## config.mk

```make
export PLATFORM = sky130hd
export DESIGN_NAME = btb_update_sched_flat
export DESIGN_NICKNAME = d
export VERILOG_FILES = /design/src/rtl/btb_update_sched_pkg.sv /design/src/rtl/btb_update_sched_if.sv /design/src/rtl/btb_update_sched_rr_arbiter.sv /design/src/rtl/btb_update_sched.sv /design/src/flat_wrapper.sv
export SDC_FILE = /design/constraint.sdc
export NUM_CORES = 1
export LEC_CHECK = 0
export CORE_MARGIN = 2
export CORE_UTILIZATION = 55
export CTS_BUF_LIST = sky130_fd_sc_hd__clkbuf_4
export CTS_CLUSTER_DIAMETER = 40
export DETAILED_ROUTE_END_ITERATION = 8
export DONT_BUFFER_PORTS = 1
export MAX_ROUTING_LAYER = met4
export PLACE_DENSITY = 0.71
export SLEW_MARGIN = 20
export SYNTH_ARGS = -nofsm -noshare
export SYNTH_HDL_FRONTEND = slang
export SYNTH_HIERARCHICAL = 1
export SYNTH_SLANG_ARGS = --single-unit
export TNS_END_PERCENT = 20
```

## constraint.sdc

```tcl
create_clock -name clk -period 7.8 [get_ports clk]
set_clock_uncertainty 0.2 [all_clocks]
set_input_delay 0.78 -clock clk [delete_from_list [all_inputs] [get_ports clk]]
set_output_delay 0.78 -clock clk [all_outputs]
set_load 0.02 [all_outputs]
```

## src/rtl/btb_update_sched_pkg.sv

```systemverilog
// Shared types and default sizing for the BTB update scheduler and its requesters.
// Pure declarations, no logic.
package btb_update_sched_pkg;

    localparam int BTB_UPD_ADDR_W = 32;
    localparam int BTB_UPD_NREQ   = 2;
    localparam int BTB_UPD_QDEPTH = 4;

    typedef struct packed {
        logic [BTB_UPD_ADDR_W-1:0] pc;
        logic [BTB_UPD_ADDR_W-1:0] target;
    } btb_upd_t;

endpackage

```

## src/rtl/btb_update_sched_if.sv

```systemverilog
// Requester-side and sbpu-side signals of the BTB update scheduler.
// master drives requests/stall/flush, slave is the scheduler.
interface btb_update_sched_if
    import btb_update_sched_pkg::*;
#(
    parameter int ADDR_W = BTB_UPD_ADDR_W,
    parameter int NREQ   = BTB_UPD_NREQ,
    parameter int QDEPTH = BTB_UPD_QDEPTH
);
    localparam int CW = $clog2(QDEPTH) + 1;

    logic [NREQ-1:0]        req_valid_i;
    logic [NREQ*ADDR_W-1:0] req_pc_i;
    logic [NREQ*ADDR_W-1:0] req_target_i;
    logic [NREQ-1:0]        req_ready_o;
    logic                   any_stall_i;
    logic                   flush_i;
    logic                   btb_update_o;
    logic [ADDR_W-1:0]      btb_update_pc_o;
    logic [ADDR_W-1:0]      btb_update_target_o;
    logic [CW-1:0]          q_count_o;

    modport master (
        output req_valid_i, req_pc_i, req_target_i, any_stall_i, flush_i,
        input  req_ready_o, btb_update_o, btb_update_pc_o, btb_update_target_o, q_count_o
    );

    modport slave (
        input  req_valid_i, req_pc_i, req_target_i, any_stall_i, flush_i,
        output req_ready_o, btb_update_o, btb_update_pc_o, btb_update_target_o, q_count_o
    );

endinterface

```

## src/rtl/btb_update_sched_rr_arbiter.sv

```systemverilog
// Round-robin arbiter: combinational candidate/grant, pointer moves past the winner only when en grants.
// Zero latency; a withheld en (backpressure) issues no grant and leaves the pointer in place.
module rr_arbiter #(
    parameter  int N  = 2,
    localparam int IW = (N > 1) ? $clog2(N) : 1
) (
    input  logic          clk,
    input  logic          rst_n,
    input  logic [N-1:0]  i_req,
    input  logic          i_en,
    output logic          o_cand_vld,
    output logic [IW-1:0] o_cand_idx,
    output logic [N-1:0]  o_grant
);
    localparam int IW1 = IW + 1;

    logic [IW-1:0]  r_ptr;
    logic [2*N-1:0] w_dbl;
    logic [N-1:0]   w_rot;
    logic [IW-1:0]  w_off;
    logic [IW:0]    w_sum;

    // w_rot[i] is the request sitting i places after the pointer
    assign w_dbl = {i_req, i_req} >> r_ptr;
    assign w_rot = w_dbl[N-1:0];

    always_comb begin
        o_cand_vld = 1'b0;
        w_off      = '0;
        for (int i = N - 1; i >= 0; i--) begin
            if (w_rot[i]) begin
                o_cand_vld = 1'b1;
                w_off      = IW'(i);
            end
        end
        w_sum      = {1'b0, r_ptr} + {1'b0, w_off};
        o_cand_idx = (w_sum >= IW1'(N)) ? IW'(w_sum - IW1'(N)) : w_sum[IW-1:0];
    end

    assign o_grant = (i_en && o_cand_vld) ? (N'(1) << o_cand_idx) : '0;

    always_ff @(posedge clk or negedge rst_n) begin
        if (!rst_n) begin
            r_ptr <= '0;
        end else if (i_en && o_cand_vld) begin
            r_ptr <= (o_cand_idx == IW'(N - 1)) ? '0 : o_cand_idx + IW'(1);
        end
    end

endmodule

```

## src/rtl/btb_update_sched.sv

```systemverilog
// Schedules JALR target updates into the single sbpu BTB port via a coalescing FIFO; accept -> update 1 cycle later.
// Output holds under any_stall_i; requesters see no ready when the queue is full and nothing drains or coalesces.
module btb_update_sched
    import btb_update_sched_pkg::*;
#(
    parameter int ADDR_W = BTB_UPD_ADDR_W,
    parameter int NREQ   = BTB_UPD_NREQ,
    parameter int QDEPTH = BTB_UPD_QDEPTH
) (
    input logic               clk,
    input logic               rst_n,
    btb_update_sched_if.slave bus
);
    localparam int AW = $clog2(QDEPTH);
    localparam int CW = AW + 1;
    localparam int IW = (NREQ > 1) ? $clog2(NREQ) : 1;

    typedef struct packed {
        logic [ADDR_W-1:0] pc;
        logic [ADDR_W-1:0] target;
    } upd_t;

    upd_t          r_mem [QDEPTH];
    logic [CW-1:0] r_wr;
    logic [CW-1:0] r_rd;
    logic          r_out_v;
    upd_t          r_out;

    logic [CW-1:0]     w_count;
    logic              w_empty;
    logic              w_full;
    logic              w_consume;
    logic              w_stage_free;
    logic              w_pop;
    logic              w_cand_vld;
    logic [IW-1:0]     w_cand_idx;
    logic [NREQ-1:0]   w_grant;
    upd_t              w_cand;
    logic [QDEPTH-1:0] w_match;
    logic              w_hit;
    logic [AW-1:0]     w_hit_idx;
    logic              w_admit;
    logic              w_bypass;
    logic              w_push;
    logic              w_coal;

    assign w_count      = r_wr - r_rd;
    assign w_empty      = (w_count == '0);
    assign w_full       = (w_count == CW'(QDEPTH));
    assign w_consume    = r_out_v & ~bus.any_stall_i;
    assign w_stage_free = ~r_out_v | w_consume;
    assign w_pop        = ~bus.flush_i & ~w_empty & w_stage_free;

    rr_arbiter #(.N(NREQ)) u_arb (
        .clk        (clk),
        .rst_n      (rst_n),
        .i_req      (bus.req_valid_i),
        .i_en       (w_admit),
        .o_cand_vld (w_cand_vld),
        .o_cand_idx (w_cand_idx),
        .o_grant    (w_grant)
    );

    assign w_cand.pc     = bus.req_pc_i[int'(w_cand_idx) * ADDR_W +: ADDR_W];
    assign w_cand.target = bus.req_target_i[int'(w_cand_idx) * ADDR_W +: ADDR_W];

    // Live entries only; the head leaving this cycle is excluded so its update is not lost
    for (genvar k = 0; k < QDEPTH; k++) begin : g_cam
        logic [AW-1:0] w_off;
        assign w_off      = AW'(k) - r_rd[AW-1:0];
        assign w_match[k] = ({1'b0, w_off} < w_count)
                          && !(w_pop && (AW'(k) == r_rd[AW-1:0]))
                          && (r_mem[k].pc == w_cand.pc);
    end

    always_comb begin
        w_hit_idx = '0;
        for (int k = 0; k < QDEPTH; k++) begin
            if (w_match[k]) w_hit_idx = AW'(k);
        end
    end

    assign w_hit    = |w_match;
    assign w_admit  = w_cand_vld & ~bus.flush_i & (w_hit | ~w_full | w_pop);
    assign w_bypass = w_admit & w_empty & w_stage_free;
    assign w_push   = w_admit & ~w_hit & ~w_bypass;
    assign w_coal   = w_admit & w_hit;

    always_ff @(posedge clk) begin
        if (w_push) begin
            r_mem[r_wr[AW-1:0]] <= w_cand;
        end else if (w_coal) begin
            r_mem[w_hit_idx].target <= w_cand.target;
        end
    end

    always_ff @(posedge clk or negedge rst_n) begin
        if (!rst_n) begin
            r_wr    <= '0;
            r_rd    <= '0;
            r_out_v <= 1'b0;
            r_out   <= '0;
        end else if (bus.flush_i) begin
            r_wr    <= '0;
            r_rd    <= '0;
            r_out_v <= 1'b0;
        end else begin
            if (w_push) r_wr <= r_wr + CW'(1);
            if (w_pop) begin
                r_rd    <= r_rd + CW'(1);
                r_out_v <= 1'b1;
                r_out   <= r_mem[r_rd[AW-1:0]];
            end else if (w_bypass) begin
                r_out_v <= 1'b1;
                r_out   <= w_cand;
            end else if (w_consume) begin
                r_out_v <= 1'b0;
            end
        end
    end

    assign bus.req_ready_o         = w_grant;
    assign bus.btb_update_o        = r_out_v;
    assign bus.btb_update_pc_o     = r_out.pc;
    assign bus.btb_update_target_o = r_out.target;
    assign bus.q_count_o           = w_count;

endmodule
```

## src/flat_wrapper.sv

```systemverilog
// flat-port wrapper written by rule: the top's interface ports become plain ports
module btb_update_sched_flat import btb_update_sched_pkg::*;
#(
    parameter int ADDR_W = BTB_UPD_ADDR_W,
    parameter int NREQ   = BTB_UPD_NREQ,
    parameter int QDEPTH = BTB_UPD_QDEPTH
)
  (clk, rst_n, bus_req_valid_i, bus_req_pc_i, bus_req_target_i, bus_any_stall_i, bus_flush_i, bus_req_ready_o, bus_btb_update_o, bus_btb_update_pc_o, bus_btb_update_target_o, bus_q_count_o);
  btb_update_sched_if #(.ADDR_W(ADDR_W), .NREQ(NREQ), .QDEPTH(QDEPTH)) bus_i ();
  input logic clk;
  input logic rst_n;
  input wire logic [$bits(bus_i.req_valid_i)-1:0] bus_req_valid_i;
  input wire logic [$bits(bus_i.req_pc_i)-1:0] bus_req_pc_i;
  input wire logic [$bits(bus_i.req_target_i)-1:0] bus_req_target_i;
  input wire logic [$bits(bus_i.any_stall_i)-1:0] bus_any_stall_i;
  input wire logic [$bits(bus_i.flush_i)-1:0] bus_flush_i;
  output wire logic [$bits(bus_i.req_ready_o)-1:0] bus_req_ready_o;
  output wire logic [$bits(bus_i.btb_update_o)-1:0] bus_btb_update_o;
  output wire logic [$bits(bus_i.btb_update_pc_o)-1:0] bus_btb_update_pc_o;
  output wire logic [$bits(bus_i.btb_update_target_o)-1:0] bus_btb_update_target_o;
  output wire logic [$bits(bus_i.q_count_o)-1:0] bus_q_count_o;
  assign bus_i.req_valid_i = bus_req_valid_i;
  assign bus_i.req_pc_i = bus_req_pc_i;
  assign bus_i.req_target_i = bus_req_target_i;
  assign bus_i.any_stall_i = bus_any_stall_i;
  assign bus_i.flush_i = bus_flush_i;
  assign bus_req_ready_o = bus_i.req_ready_o;
  assign bus_btb_update_o = bus_i.btb_update_o;
  assign bus_btb_update_pc_o = bus_i.btb_update_pc_o;
  assign bus_btb_update_target_o = bus_i.btb_update_target_o;
  assign bus_q_count_o = bus_i.q_count_o;
  btb_update_sched #(.ADDR_W(ADDR_W), .NREQ(NREQ), .QDEPTH(QDEPTH)) u_core (.clk(clk), .rst_n(rst_n), .bus(bus_i));
endmodule
```

Yosys cells after proc, flatten, opt, wreduce, memory -nomap -nowiden
Memory sizes are Yosys's and may differ from the RTL's.
Index checks and enable logic that the tools add are counted.

operators by class
  muxes and demuxes = 27
  reductions and logical operators = 26
  $lt $le $gt $ge = 5
  div/mod/pow operators = 0
  equal/unequal tests = 8
  add/subtract/negate cells = 10
  bitwise gates (word level) = 20
  shifts and indexed selects = 4
  $mul = 0

operators with widths
  cell                                              count
  2-to-1 mux 64 bit                                 3
  equality test 32 bit                              4
  indexed part select 64 x 7 -> 32 bit              2
  OR reduction 64 bit                               1
  2-to-1 mux 1 bit                                  15
  logical AND 1 bit                                 13
  less-than comparator 2 x 3 -> 1 bit               4
  2-to-1 mux 3 bit                                  4
  bitwise AND 1 bit                                 10
  2-to-1 mux 2 bit                                  5
  inverter 1 bit                                    7
  adder 3 x 1 -> 3 bit (second input constant)      2
  nonzero test 2 bit                                3
  equality test 2 bit (first input constant)        2
  logical NOT 1 bit                                 4
  nonzero test 4 bit                                1
  OR reduction 4 bit                                1
  >> shifter 4 x 1 -> 2 bit                         1
  subtractor 1 x 2 -> 2 bit (first input constant)  2
  subtractor 2 bit (first input constant)           2
  equality test 3 bit (second input constant)       1
  logical NOT 3 bit                                 1
  OR 1 bit                                          3
  subtractor 3 bit                                  1
  other kinds (8)                                   8

storage, ports and cells
  word-level logic and storage cells = 107
  bits of input ports = 134
  RAM bits = 256
  latch bits = 0
  bits in read-only memories = 0
  output and inout bits = 70
  memories = 1
  register bits = 72

memories
  memory        depth  width  rd ports  clocked after memory_dff  write ports  RTL line                source
  u_core.r_mem  4      64     5         0                         1            btb_update_sched.sv:23  upd_t r_mem [QDEPTH];

Depth between registers and ports, before layout
  depth in word-level cells = 21
  depth in mapped cells = 13
  depth with buffers taken out = 12

Modules after synthesis
Netlist, hierarchy kept.

modules (own cells, without submodules)
  module            area each (um^2)  cells each  instances  seq. area each (um^2)
  btb_update_sched  15492.4           1012        1          9464.1
  rr_arbiter        80.1              12          1          25.0

Worst setup path before layout
No wires, ideal clock.

  path type = register -> register
  start point = reg u_core.r_rd[0]
  end point = mem u_core/r_mem[2][0] (netlist name), enable pin
  cell stages (with the launch flop) = 12
  setup time = 461 ps
  buffers on the path = 2
  arrival time = 5311 ps
  required time = 7139 ps
  clock period less this slack = 5972 ps
  setup slack = 1828 ps
  path through = dfrtp_1 > clkbuf_1 > buf_1 > inv_1 > ha_1 > ha_1 > a21oi_1 > o21ai_1 > a2111oi_4 > or4_1 > o21ai_1 > nor3_1

between the ends
  word-level cells in the longest chain between the ends = 21

RTL lines
  what                                    RTL line                 source
  start, declared                         btb_update_sched.sv:25   logic [CW-1:0] r_rd;
  start signal, assigned                  btb_update_sched.sv:110  r_rd <= r_rd + CW'(1);
  subtractor 3 bit                        btb_update_sched.sv:47   assign w_count = r_wr - r_rd;
  logical NOT 3 bit                       btb_update_sched.sv:48   assign w_empty = (w_count == '0);
  inverter 1 bit                          btb_update_sched.sv:52   assign w_pop = ~bus.flush_i & ~w_empty & w_stage_free;
  bitwise AND 1 bit (2 in a row)          btb_update_sched.sv:52
  logical AND 1 bit                       btb_update_sched.sv:72   && !(w_pop && (AW'(k) == r_rd[AW-1:0]))
  logical NOT 1 bit                       btb_update_sched.sv:72
  logical AND 1 bit                       btb_update_sched.sv:72
  logical AND 1 bit                       btb_update_sched.sv:73   && (r_mem[k].pc == w_cand.pc);
  [3 not listed]                          n/a
  bitwise AND 1 bit                       btb_update_sched.sv:84   assign w_admit = w_cand_vld & ~bus.flush_i & (w_hit | ~w_full | w_pop);
  bitwise AND 1 bit (2 in a row)          btb_update_sched.sv:85   assign w_bypass = w_admit & w_empty & w_stage_free;
  inverter 1 bit                          btb_update_sched.sv:86   assign w_push = w_admit & ~w_hit & ~w_bypass;
  bitwise AND 1 bit                       btb_update_sched.sv:86
  2-to-1 mux 1 bit                        btb_update_sched.sv:90   if (w_push) begin
  2-to-1 mux 1 bit (not written as such)  btb_update_sched.sv:93   r_mem[w_hit_idx].target <= w_cand.target;
  OR reduction 64 bit (no source line)    n/a
  2-to-1 mux 2 bit (no source line)       n/a
  end, declared                           btb_update_sched.sv:23

Several ways; a longest one is shown, not always the timed one.

Final worst setup path
  start point = reg u_core.u_arb.r_ptr
  end point = out bus_req_ready_o[0]

between the ends
  word-level cells in the longest chain between the ends = 15

RTL lines
  what                                                     RTL line                           source
  start, declared                                          btb_update_sched_rr_arbiter.sv:17  logic [IW-1:0] r_ptr;
  start signal, assigned                                   btb_update_sched_rr_arbiter.sv:46  r_ptr <= (o_cand_idx == IW'(N - 1)) ? '0 : o_cand_idx + IW'(1);
  >> shifter 4 x 1 -> 2 bit                                btb_update_sched_rr_arbiter.sv:24  assign w_dbl = {i_req, i_req} >> r_ptr;
  2-to-1 mux 1 bit (2 in a row)                            btb_update_sched_rr_arbiter.sv:31  if (w_rot[i]) begin
  adder 1 x 1 -> 2 bit *                                   btb_update_sched_rr_arbiter.sv:36  w_sum = {1'b0, r_ptr} + {1'b0, w_off};
  >= comparator 2 bit or subtractor 1 bit (tied branches)  btb_update_sched_rr_arbiter.sv:37  o_cand_idx = (w_sum >= IW1'(N)) ? IW'(w_sum - IW1'(N)) : w_sum[IW-1:0];
  2-to-1 mux 1 bit *                                       btb_update_sched_rr_arbiter.sv:37
  net u_core.w_cand_idx                                    btb_update_sched.sv:36             logic [IW-1:0] w_cand_idx;
  indexed part select 64 x 7 -> 32 bit *                   btb_update_sched.sv:64             assign w_cand.pc = bus.req_pc_i[int'(w_cand_idx) * ADDR_W +: ADDR_W];
  equality test 32 bit                                     btb_update_sched.sv:73
  logical AND 1 bit                                        btb_update_sched.sv:73
  OR reduction 4 bit *                                     btb_update_sched.sv:83             assign w_hit = |w_match;
  OR 1 bit * (2 in a row)                                  btb_update_sched.sv:84
  bitwise AND 1 bit *                                      btb_update_sched.sv:84
  net u_core.w_admit                                       btb_update_sched.sv:42             logic w_admit;
  logical AND 1 bit *                                      btb_update_sched_rr_arbiter.sv:40  assign o_grant = (i_en && o_cand_vld) ? (N'(1) << o_cand_idx) : '0;
  2-to-1 mux 2 bit *                                       btb_update_sched_rr_arbiter.sv:40
  end, declared                                            flat_wrapper.sv:17                 output wire logic [$bits(bus_i.req_ready_o)-1:0] bus_req_ready_o;

Mark *: on every way through the listed nets, which the timed path passes. The rest lies on a longest branch.

==> impl_metrics.yaml <==
clock_network:
  cts.sinks: 328
  ctsRootBufferMaster: "clkbuf_4"
  cts_made_buffers: 85
  cts_max_level: 3
  post_cts_buffers: 0
  path_clk_slew_ns: 0.06
  cts_tree: "done"
  cts.path.max_buffers: 3
  clock_latency_ns: 0.69
synthesis:
  ys_seq_area_frac: 0.609
  ys_types: 50
  ys_seq_elements: 328
  synthCells: 1024
  synth_area_leader_cell: "edfxtp_1"
  synth_most_common_cell: "edfxtp_1"
  netlist_area_sq_um: 15600
  synth_warnings: 6
  synthTopCellsByArea: "edfxtp_1, dfrtp_1, mux4_2"
  synth_enable_flop_cells: 256
  ys.flop_type: "edfxtp_1"
  synth_nets: 1170
  synthArstFlopShare: 0.220
  synth_top_cell_area_share: 0.494
  synth_common_cells: "edfxtp_1, xnor2_1, nand2_1, o21ai_0, dfrtp_1"
  avgSynthCellArea_sq_um: 15.2
global_route:
  grt_pass1_wl_microns: 53500
  grt_overflow: 0
  antenna_found_initial: 2
  grt_use_total: 0.255
  grt_max_degree: 109
  grt_pass1_vias: 9014
power_and_ir_drop:
  finalPower_mw: 6.25
  p_leak_nw: 5.75
  ir_worst_vdd_mv: 0.186
  power_density_nw_per_um2: 363
routing:
  drt-wirelength-per-cell_microns: 23.4
  drt_iter0_drc: 687
  drt_wl_total_microns: 36000
  vias_per_cell: 5.87
  drc: 0
  vias: 9020
  first_pass_iters: 7
  ant_nets: 0
worst_setup_path:
  worst_path_largest_cell_delay_ns: 0.85
  worstSetupPathType: "reg2out"
  reg2reg_slack_ns: 2.24
  cp_max_fo: 14
  start_kind: "flip-flop"
  cp.required_ns: 6.82
  endpoint_kind: "output port"
  crit_path_start: "u_core/u_arb/r_ptr$_DFFE_PN0N_"
  path_cells: "nor2_1, o21ai_4, buf_12, mux2i_4, xnor2_1, nor4_1, nand3_1, a2111oi_4, nor4_2, a31oi_1, nand2_1, a21oi_1"
  rr_startpoint: "u_core/u_arb/r_ptr$_DFFE_PN0N_"
  worstPathArrival_ns: 5.17
  cp.buffers_inverters: 1
  critPathTopFamily: "compound AO/OA/AOI/OAI gates"
  critPathSlowestCell: "o21ai_4"
placed_design:
  place.gp.congestion: 0.893
  hpwlAfterDp_microns: 23200
  io_buffers: 0
timing:
  timing.final.crit_share: 0.789
  setup-violations-final: 0
  finalCriticalPeriod_ns: 6.15
  max_slew_margin: 0.258
  tightest_slew_ns: 1.11
  final_max_slew_viol_count: 0
  fin_tns_setup_ns: 0
  finalHoldViolCount: 0
  rsz0062_at_grt: "false"
  fmax_ghz: 0.163
die:
  die_x_microns: 172
  start_util: 0.559
  row_count: 61
  core_area_sq_um: 27900
  ios: 204
  die_area_sq_um: 29700
  die_y_microns: 172
final_layout:
  final_layout_size_suffix_gt1_frac: 0.260
  nNetsFinal: 1231
  syn2layout_area_growth_pct: 10.6
job:
  max_cap_viol_count: 0
worst_hold_path:
  hp-start: "bus_req_valid_i[0]"
  hold_path_class: "in2reg"
status:
  status: "finished, final reports clean"
per-layer routing:
layer / global-route usage / wire [microns] / vias up
met5: - / 0 / -
met4: 0.0778 / 529 / 0
met3: 0.0655 / 3110 / 41
met2: 0.381 / 17100 / 388
met1: 0.347 / 15300 / 4566
li1: - / - / 4025
what timing repair did:
action                                  in CTS  in global routing
hold buffers                                 3                  0
endpoints found under the setup margin       0                  0
gates resized for setup                      0                  0
hold endpoints to repair                    76                  0
path summary, 6_finish.rpt:
path / endpoint / cells past startpoint
hold / removal: u_core/u_arb/r_ptr$_DFFE_PN0N_ / 2
hold reg to reg: u_core/r_wr[2]$_DFFE_PN0P_ / 1
setup reg to reg: u_core/r_mem[1][61]$_DFFE_PP_ / 12
setup / recovery: bus_req_ready_o[0] / 12
min in group asynchronous: u_core/bus.btb_update_pc_o[31]$_DFFE_PN0P_ / 2
max in group asynchronous: u_core/bus.btb_update_pc_o[6]$_DFFE_PN0P_ / 2
registers in the layout (all words and copies together), names as in the netlist:
name / count
u_core/bus.btb_update_o: 1
u_core/bus.btb_update_pc_o: 32
u_core/r_mem: 256
u_core/bus.btb_update_target_o: 32
u_core/r_rd: 3
u_core/r_wr: 3
u_core/u_arb/r_ptr: 1
where the power goes:
group          total, mW  internal (mW)  switching, mW
Sequential          2.89           2.39          0.497
Combinational       1.85          0.785           1.06
Clock               1.52          0.816          0.701
cell families after synthesis:
family                     synth area share
adders and majority gates            0.0101
AOI/OAI and AO/OA                    0.0480
xor gates and xnor gates             0.0746
and+or+nand+nor                      0.0531
buffers and inverters                0.0247
muxes                                 0.180
DFF                                   0.609
placed cells by master, fill, tap and decap left out, types with 7 or more instances in the layout:
cell	synthesis	routed
and3_1	7	7
buf_4	1	15
clkbuf_4	0	126
clkinv_1	0	22
dfrtp_1	72	70
edfxtp_1	256	256
ha_1	11	11
inv_1	43	43
mux2_2	32	32
mux2i_1	34	34
mux2i_2	8	8
mux2i_4	24	24
mux4_2	64	64
nand2_1	104	104
nand3_1	7	7
nor4_1	32	32
o21ai_0	97	97
xnor2_1	129	129
final cells by class:
class	instances	area, sq um
sequential	328	9490
inverter	43	161
clock inverter	33	201
fill	2134	10600
timing repair buffer	20	200
clock buffer	126	946
multi-input combinational	607	5740
antenna	2	5.00
tap	378	473
stage by stage:
stage | utilization | hold slack (ns) | setup slack (ns) | std cells | instance area (sq um)
after floorplan | - | 0.248 | 1.83 | 1024 | 15600
after global placement | 0.575 | 0.267 | 2.06 | 1373 | 16000
after global routing | 0.618 | 0.0413 | 1.31 | 1537 | 17200
after CTS | 0.618 | 0.0172 | 1.58 | 1535 | 17200
after detailed placement | 0.575 | 0.283 | 1.95 | 1373 | 16000
final | 0.618 | 0.0774 | 1.65 | 1537 | 17200
Power figures use the tool's default switching activity.
